$ cat config.mk
export PLATFORM = sky130hd
export DESIGN_NAME = fpu_addsub_sched
export DESIGN_NICKNAME = d
export VERILOG_FILES = /design/src/rtl/fpu_addsub_sched.sv
export SDC_FILE = /design/constraint.sdc
export NUM_CORES = 1
export LEC_CHECK = 0
export CORE_AREA = 5 5 153 155
export CTS_BUF_LIST = sky130_fd_sc_hd__clkbuf_4
export CTS_CLUSTER_DIAMETER = 100
export DETAILED_ROUTE_END_ITERATION = 8
export DIE_AREA = 0 0 158 160
export PLACE_DENSITY_LB_ADDON = 0.2
export SKIP_LAST_GASP = 1
export SLEW_MARGIN = 25
export SYNTH_ARGS = -nofsm -noshare
export SYNTH_HDL_FRONTEND = slang
export SYNTH_SLANG_ARGS = --single-unit
$ cat constraint.sdc
create_clock -name clk -period 2.88 [get_ports clk]
set_clock_uncertainty 0.1 [all_clocks]
set_input_delay 0.576 -clock clk [delete_from_list [all_inputs] [get_ports clk]]
set_output_delay 0.576 -clock clk [all_outputs]
set_load 0.005 [all_outputs]
$ cat src/rtl/fpu_addsub_sched.sv
`default_nettype none
// ============================================================================
// Module   : fpu_addsub_sched
// Purpose  : Round-robin issue of NUM_REQ requesters onto one shared
//            single-precision add/sub datapath, with id-tagged responses.
// Revision : 1.0 - initial release
// ============================================================================
module fpu_addsub_sched #(
  parameter int WIDTH     = 32,
  parameter int NUM_REQ   = 4,
  parameter int ID_BITS   = 2,
  parameter int LATENCY   = 1,
  parameter int PIPELINED = 1
) (
  input  logic                     clk,
  input  logic                     reset,
  input  logic [NUM_REQ-1:0]       req_valid,
  output logic [NUM_REQ-1:0]       req_ready,
  input  logic [NUM_REQ*WIDTH-1:0] req_a,
  input  logic [NUM_REQ*WIDTH-1:0] req_b,
  input  logic [NUM_REQ-1:0]       req_op,
  output logic [WIDTH-1:0]         fpu_a,
  output logic [WIDTH-1:0]         fpu_b,
  output logic                     fpu_op,
  input  logic [WIDTH-1:0]         fpu_result,
  output logic                     rsp_valid,
  output logic [ID_BITS-1:0]       rsp_id,
  output logic [WIDTH-1:0]         rsp_result,
  output logic                     busy
);

  logic [ID_BITS-1:0]   r_ptr;
  logic [2*NUM_REQ-1:0] w_dbl;
  logic [NUM_REQ-1:0]   w_rot;
  logic [ID_BITS:0]     w_sum;
  logic [ID_BITS-1:0]   w_win;
  logic                 w_found;
  logic                 w_issue_ok;
  logic                 w_xfer;
  logic                 w_fsm_idle;
  logic                 w_fsm_busy;
  logic [WIDTH-1:0]     w_a;
  logic [WIDTH-1:0]     w_b;
  logic                 w_op;
  logic [LATENCY:0]     r_tag_vld;
  logic [ID_BITS-1:0]   r_tag_id [LATENCY+1];

  // Rotate so the pointer position sits at bit 0, then take the lowest set bit.
  always_comb begin
    w_dbl   = {req_valid, req_valid};
    w_rot   = NUM_REQ'(w_dbl >> r_ptr);
    w_found = 1'b0;
    w_sum   = '0;
    w_win   = '0;
    for (int k = 0; k < NUM_REQ; k++) begin
      if (!w_found && w_rot[k]) begin
        w_found = 1'b1;
        w_sum   = {1'b0, r_ptr} + (ID_BITS+1)'(k);
        if (w_sum >= (ID_BITS+1)'(NUM_REQ)) begin
          w_sum = w_sum - (ID_BITS+1)'(NUM_REQ);
        end
        w_win = w_sum[ID_BITS-1:0];
      end
    end
  end

  assign w_issue_ok = reset && w_fsm_idle;
  assign w_xfer     = w_issue_ok && w_found;

  always_comb begin
    req_ready = '0;
    w_a       = '0;
    w_b       = '0;
    w_op      = 1'b0;
    for (int i = 0; i < NUM_REQ; i++) begin
      if (w_win == ID_BITS'(i)) begin
        req_ready[i] = w_xfer;
        w_a          = req_a[i*WIDTH +: WIDTH];
        w_b          = req_b[i*WIDTH +: WIDTH];
        w_op         = req_op[i];
      end
    end
  end

  always_ff @(posedge clk) begin
    if (!reset) begin
      r_ptr  <= '0;
      fpu_a  <= '0;
      fpu_b  <= '0;
      fpu_op <= 1'b0;
    end else if (w_xfer) begin
      r_ptr  <= (w_win == ID_BITS'(NUM_REQ-1)) ? '0 : w_win + ID_BITS'(1);
      fpu_a  <= w_a;
      fpu_b  <= w_b;
      fpu_op <= w_op;
    end
  end

  always_ff @(posedge clk) begin
    if (!reset) begin
      r_tag_vld <= '0;
      for (int s = 0; s <= LATENCY; s++) begin
        r_tag_id[s] <= '0;
      end
    end else begin
      r_tag_vld   <= {r_tag_vld[LATENCY-1:0], w_xfer};
      r_tag_id[0] <= w_win;
      for (int s = 1; s <= LATENCY; s++) begin
        r_tag_id[s] <= r_tag_id[s-1];
      end
    end
  end

  generate
    if (PIPELINED != 0) begin : g_pipe
      assign w_fsm_idle = 1'b1;
      assign w_fsm_busy = 1'b0;
    end else begin : g_serial
      localparam int         CNT_W   = $clog2(LATENCY + 1);
      localparam logic [1:0] ST_IDLE = 2'd0;
      localparam logic [1:0] ST_EXEC = 2'd1;
      localparam logic [1:0] ST_RESP = 2'd2;

      logic [1:0]       r_state;
      logic [CNT_W-1:0] r_cnt;

      // Leaving EXEC on the last count lands RESP in the same cycle the tag
      // pipeline presents the result.
      always_ff @(posedge clk) begin
        if (!reset) begin
          r_state <= ST_IDLE;
          r_cnt   <= '0;
        end else begin
          case (r_state)
            ST_IDLE: begin
              if (w_xfer) begin
                r_state <= ST_EXEC;
                r_cnt   <= CNT_W'(LATENCY);
              end
            end
            ST_EXEC: begin
              r_cnt <= r_cnt - 1'b1;
              if (r_cnt <= CNT_W'(1)) begin
                r_state <= ST_RESP;
              end
            end
            ST_RESP: r_state <= ST_IDLE;
            default: r_state <= ST_IDLE;
          endcase
        end
      end

      assign w_fsm_idle = (r_state == ST_IDLE);
      assign w_fsm_busy = (r_state != ST_IDLE);
    end
  endgenerate

  assign rsp_valid  = r_tag_vld[LATENCY];
  assign rsp_id     = rsp_valid ? r_tag_id[LATENCY] : '0;
  assign rsp_result = rsp_valid ? fpu_result : '0;
  assign busy       = (|r_tag_vld) || w_fsm_busy;

endmodule
`default_nettype wire

## Yosys cells after proc, flatten, opt, wreduce, memory -nomap -nowiden

Memories as Yosys holds them, arrays and structs flattened.
Index checks and enable logic that the tools add are counted.

| word-level totals | value |
|---|---|
| output and inout port bits | 105 |
| memories kept | 1 |
| input bits | 298 |
| register bits after elaboration | 69 |
| logic and storage cells | 68 |
| memory bits (writable) | 4 |

Memories:

| name | depth | bits a word | read ports | clocked after Yosys merged registers in | write ports | RTL line | RTL |
|---|---|---|---|---|---|---|---|
| r_tag_id | 2 | 2 | 2 | 0 | 2 | 46 | `logic [ID_BITS-1:0] r_tag_id [LATENCY+1];` |

| operators by class | value |
|---|---|
| add/subtract/negate cells | 8 |
| eq/ne operators | 3 |
| shifts and indexed selects | 1 |
| order comparisons | 4 |
| mux-type cells | 35 |
| bitwise logic cells | 2 |
| reductions and logical operators | 9 |

Operators with widths:

| cell | number |
|---|---|
| $mux W32 | 9 |
| $mux W2 | 12 |
| $mux W1 | 14 |
| $ge A3 B3 Y1 const B | 3 |
| $shr A8 B2 Y4 | 1 |
| $sub A2 B1 Y2 const B | 4 |
| $add A2 B2 Y3 const B | 2 |
| $eq A2 B2 Y1 const B | 2 |
| $logic_and A1 B1 Y1 | 4 |
| $add A2 B1 Y3 const B | 1 |
| $ge A2 B3 Y1 const B | 1 |
| $logic_not A1 Y1 | 3 |
| $add A2 B1 Y2 const B | 1 |
| $eq A2 B1 Y1 const B | 1 |
| $logic_not A2 Y1 | 1 |
| $or A1 B1 Y1 | 2 |
| $reduce_or A2 Y1 | 1 |

## Longest topological paths before layout

Gate-level depths: netlist (run 1).

| depth | value |
|---|---|
| depth after elaboration | 16 |
| gate-level depth with buffers | 11 |

## Least setup slack after synthesis (run 1)

No wires, ideal clock.

| timing | value |
|---|---|
| kind | register to output |
| start | register r_ptr[1] |
| end | output port req_ready[3] |
| stages on the path, launching flop included | 10 |
| arrival | 2.112 ns |
| slack | 0.092 ns |
| data required time | 2.204 ns |
| cells stage by stage | dfxtp_1 -> clkbuf_1 -> mux2i_1 -> nor2_1 -> nor3_1 -> ha_1 -> clkbuf_1 -> clkbuf_1 -> clkbuf_1 -> and3_1 |

| on the way | value |
|---|---|
| longest elaborated chain between the ends | 13 |
| elaborated cells between the ends (all ways) | 33 |

RTL lines:

| what | RTL line | RTL |
|---|---|---|
| from (decl) | 32 | `logic [ID_BITS-1:0] r_ptr;` |
| from (signal assigned) | 92 | `r_ptr <= (w_win == ID_BITS'(NUM_REQ-1)) ? '0 : w_win + ID_BITS'(1);` |
| parallel branches: the longest is 10 deep, another holds $add A2 B1 Y3 | -- |  |
| $mux W2 * | 56 | `if (!w_found && w_rot[k]) begin` |
| named net w_win[0] | 36 | `logic [ID_BITS-1:0] w_win;` |
| $eq A2 B2 Y1 * | 76 | `if (w_win == ID_BITS'(i)) begin` |
| $mux W1 * | 76 |  |
| to (decl) | 18 | `output logic [NUM_REQ-1:0] req_ready,` |

Mark *: on every way through the listed nets, which the timed path passes.

## Final worst setup path (run 1)

| timing | value |
|---|---|
| start | input port req_valid[1] |
| end | output port req_ready[1] |

| on the way | value |
|---|---|
| longest elaborated chain between the ends | 13 |
| elaborated cells between the ends (all ways) | 18 |

RTL lines:

| what | RTL line | RTL |
|---|---|---|
| from (decl) | 17 | `input logic [NUM_REQ-1:0] req_valid,` |
| $shr A8 B2 Y4 * | 51 | `w_rot = NUM_REQ'(w_dbl >> r_ptr);` |
| $mux W1 | 56 |  |
| $logic_not A1 Y1 | 56 |  |
| $logic_and A1 B1 Y1 | 56 |  |
| $mux W1 | 56 |  |
| $logic_not A1 Y1 | 56 |  |
| $logic_and A1 B1 Y1 | 56 |  |
| $mux W1 | 56 |  |
| $logic_not A1 Y1 | 56 |  |
| $logic_and A1 B1 Y1 | 56 |  |
| $mux W2 / $mux W1 (equally long branches) | 56 |  |
| $eq A2 B1 Y1 / $logic_and A1 B1 Y1 (equally long branches) | 76, 68 |  |
| $mux W1 * | 76 |  |

Every way passes the cells marked *; elsewhere a longest branch is shown, timed or not.

==> results.tsv, run 1 <==
stage	metric	value	unit
sta	Hold WS	0.347	ns
outcome	status	finished clean	
sta	final setup violation count	0	
die	num ports	403	
cts	Clock Tree Buf Depth	2	
logic_synthesis	Synth Area in Simple Gates	0.213	
logic_synthesis	largest family of logic cells by synthesized area	compound AO/OA/AOI/OAI gates	
logic_synthesis	fraction of synthesized cell area in xor and xnor cells	0	
global_route	vias in the first global route	6335	
power	P_leak	3.61	nW
cts	clk_lat worst skew	0.43	ns
die	die area	0.0253	mm²
placement	Place WS	-0.376	ns
routing	DRC violation count after routing	0	
logic_synthesis	Mapped Nets	976	
sta	Slew HR	0.453	
logic_synthesis	number of synthesis warnings	0	
cells_and_area	area of the multi-input gates	0.00296	mm²
logic_synthesis	Cell Area, Synth	0.00496	mm²
cts	CTS tree	built	
logic_synthesis	fraction of the yosys area taken by sequential cells	0.294	
global_route	busiest layer in global routing	met2	
cells_and_area	commonest non-fill, non-tap cell in the layout	clkdlybuf4s50_1	
cells_and_area	Sequential cell area	0.00146	mm²
routing	initial DRC count	235	
cts	total clock sinks	73	
cells_and_area	share of layout cells above drive strength 1	0.0675	
cells_and_area	final net count	1349	
power	Power Total	4.16	mW
global_route	GRT Util Overall	0.178	
cells_and_area	most frequent cells in the layout	394 x clkdlybuf4s50_1, 72 x dfxtp_1, 66 x nand2_1, 66 x inv_1, 66 x a21oi_1	
sta	fin crit period	2.82	ns
global_route	initial antenna violation count	4	
cells_and_area	# fillers	2228	
die	chip height	160	µm
critical_path	CP startpoint kind	input pin	
critical_path	Crit. End Element	output port	
logic_synthesis	top-area cell type share of the netlist area	0.294	
die	Core Area	0.0217	mm²
cts	CTS buffer count	9	
global_route	met2 Use GR	0.305	
cells_and_area	Area Growth Syn to Fin	92.2	%
logic_synthesis	mux contribution to synthesized area	0.00403	
sta	final setup margin	0.0560	ns
job	Max-cap violations	0	
placement	I/O Buffers	402	
logic_synthesis	Synth Area in Adders	0.0101	
routing	Initial DRT Pass Iterations	4	
critical_path	Arr. time, crit path	2.15	ns
placement	post-DP HPWL	18000	µm
logic_synthesis	Netlist cell types	30	
cells_and_area	Non-Filler Instances	1336	
cts	clk root buf	clkbuf_4	
routing	detailed-route vias per instance	4.78	
cts	H-Tree Depth	3	
critical_path	Crit Path Class	input pin to output port	
logic_synthesis	Post-Syn Area per Cell	7.36	µm²
routing	routed len/inst	18.0	µm
routing	DR vias	6388	
cts	CTS clk-pin slew, worst paths	0.12	ns
logic_synthesis	Yosys top cell by area	dfxtp_1	
logic_synthesis	synthesized flop and latch total	73	
critical_path	CP Max Fanout	4	
power	Cell Pwr Density	436	mW/mm²
die	floorplan row count	54	
global_route	GRT overflow	0	
logic_synthesis	Post-Syn Instances	674	
sta	Fin. Hold Viols	0	
placement	DP Cell Count	1315	
critical_path	Worst Path Required	2.20	ns
logic_synthesis	largest cells by area after synthesis	dfxtp_1 29%, a221o_1 13%, nand3b_1 9.8%	
die	Starting Density	0.229	
die	Die W	158	µm
hold_path	Hold Crit Class	flop to flop	
routing	DRT Wirelength	24000	µm
sta	FMAX	354	MHz
power	worst vdd ir	0.162	mV
sta	fin. max-slew vios	0	
routing	DRT antenna net count	0	
logic_synthesis	post-synthesis compound-gate area fraction	0.357	
global_route	met3 Use GR	0.0563	
global_route	largest net degree at the start of global routing	90	
sta	slew at the pin with the worst max-slew slack	0.820	ns
global_route	met1 GRT Util	0.208	
sta	unrepaired setup endpoints after global routing	yes	
sta	Tcrit/Tclk final	0.981	
global_route	first-pass GRT wire length	35700	µm
placement	Placer Congestion	0.812	
[kinds of logic (layout without fill, tap and decap cells)]
logic type / count (synthesis) / after routing
AOI/OAI and AO/OA: 269 / 269
other: 0 / 4
DFF: 73 / 73
muxes: 2 / 2
adders and majority gates: 4 / 4
and+or+nand+nor: 182 / 182
buffers and inverters: 144 / 522
[metrics by stage]
stage                     setup TNS [ns]   util  area [µm²]
after floorplan                        0      -        4960
after global placement            -11.70  0.432        9370
after detailed placement          -13.66  0.432        9370
after CTS                              0  0.439        9520
after global routing             -0.0294  0.440        9540
final                                  0  0.440        9540
[cell usage after synthesis]
cell	instances
o22a_1	1
a31oi_1	65
dfxtp_1	73
and2_1	38
clkbuf_1	56
nor4b_1	1
o21a_1	2
o221a_2	1
nand2b_1	1
or2_2	1
o22ai_1	1
buf_1	2
mux2i_1	2
o21ai_0	61
nor2_1	2
inv_1	66
buf_2	14
nor3_1	1
nand2_1	66
a21oi_1	68
or3_1	1
nor2b_1	1
buf_6	6
o21ai_1	4
nand3b_1	65
o31a_1	1
and3_1	4
a221o_1	65
or4_4	1
ha_1	4
[final cells by class]
type	instances	area share
well taps	280	0.0367
diodes	4	0.00105
flip-flops and latches	73	0.153
clock buffers	12	0.00944
multi-input cells	457	0.310
inverters	66	0.0260
repair buffers	440	0.458
clock inverters	4	0.00459
[per-layer routing]
| metal | share of wire | vias to the layer above |
|---|---|---|
| li1 | - | 3195 |
| met1 | 0.40 | 2919 |
| met2 | 0.48 | 248 |
| met3 | 0.10 | 26 |
| met4 | 0.022 | 0 |
| met5 | 0 | - |
[worst paths after layout]
| kind | from | end | slack (ns) | cells after the start |
|---|---|---|---|---|
| worst max register to register | r_ptr[0] | fpu_b[20] | 0.45 | 9 |
| worst min-delay path | r_tag_id[0][0] | r_tag_id[0][2] | 0.35 | 1 |
| worst min register to register | r_tag_id[0][0] | r_tag_id[0][2] | 0.35 | 1 |
| worst max-delay path | req_valid[1] | req_ready[1] | 0.06 | 8 |
[worst max-delay path: stages]
cell	delay, ns
clkdlybuf4s50_1	0.48
a21oi_1	0.04
o21a_1	0.21
o22ai_2	0.18
buf_4	0.14
ha_4	0.13
and3_1	0.15
clkdlybuf4s15_1	0.23
[power breakdown]
group / internal (mW) / switching, mW
clock network: 0.290 / 0.389
registers: 1.20 / 0.0940
logic: 1.29 / 0.900
[registers in the layout, summed over array words and instances (netlist names)]
name,count
fpu_a,32
fpu_b,32
fpu_op,1
r_ptr,2
r_tag_id,4
r_tag_vld,2
[what timing repair did]
item	in CTS	in global routing
buffers inserted	1	0
hold endpoints to repair	0	0
resized for setup	14	8
endpoints found under the setup margin	4	4
pin swaps	3	2
hold buffers	0	0
No activity file was read; power rests on OpenSTA's default activity.
==> inputs of run 2 (changes only) <==
--- a/config.mk
+++ b/config.mk
@@ -5,6 +5,7 @@
 export SDC_FILE = /design/constraint.sdc
 export NUM_CORES = 1
 export LEC_CHECK = 0
+export CAP_MARGIN = 20
 export CORE_AREA = 5 5 153 155
 export CTS_BUF_LIST = sky130_fd_sc_hd__clkbuf_4
 export CTS_CLUSTER_DIAMETER = 100
@@ -12,7 +13,6 @@
 export DIE_AREA = 0 0 158 160
 export PLACE_DENSITY_LB_ADDON = 0.2
 export SKIP_LAST_GASP = 1
-export SLEW_MARGIN = 25
 export SYNTH_ARGS = -nofsm -noshare
 export SYNTH_HDL_FRONTEND = slang
 export SYNTH_SLANG_ARGS = --single-unit
==> results of run 2 <==
The final DEF is identical to that of run 1; final timing and power are the same.
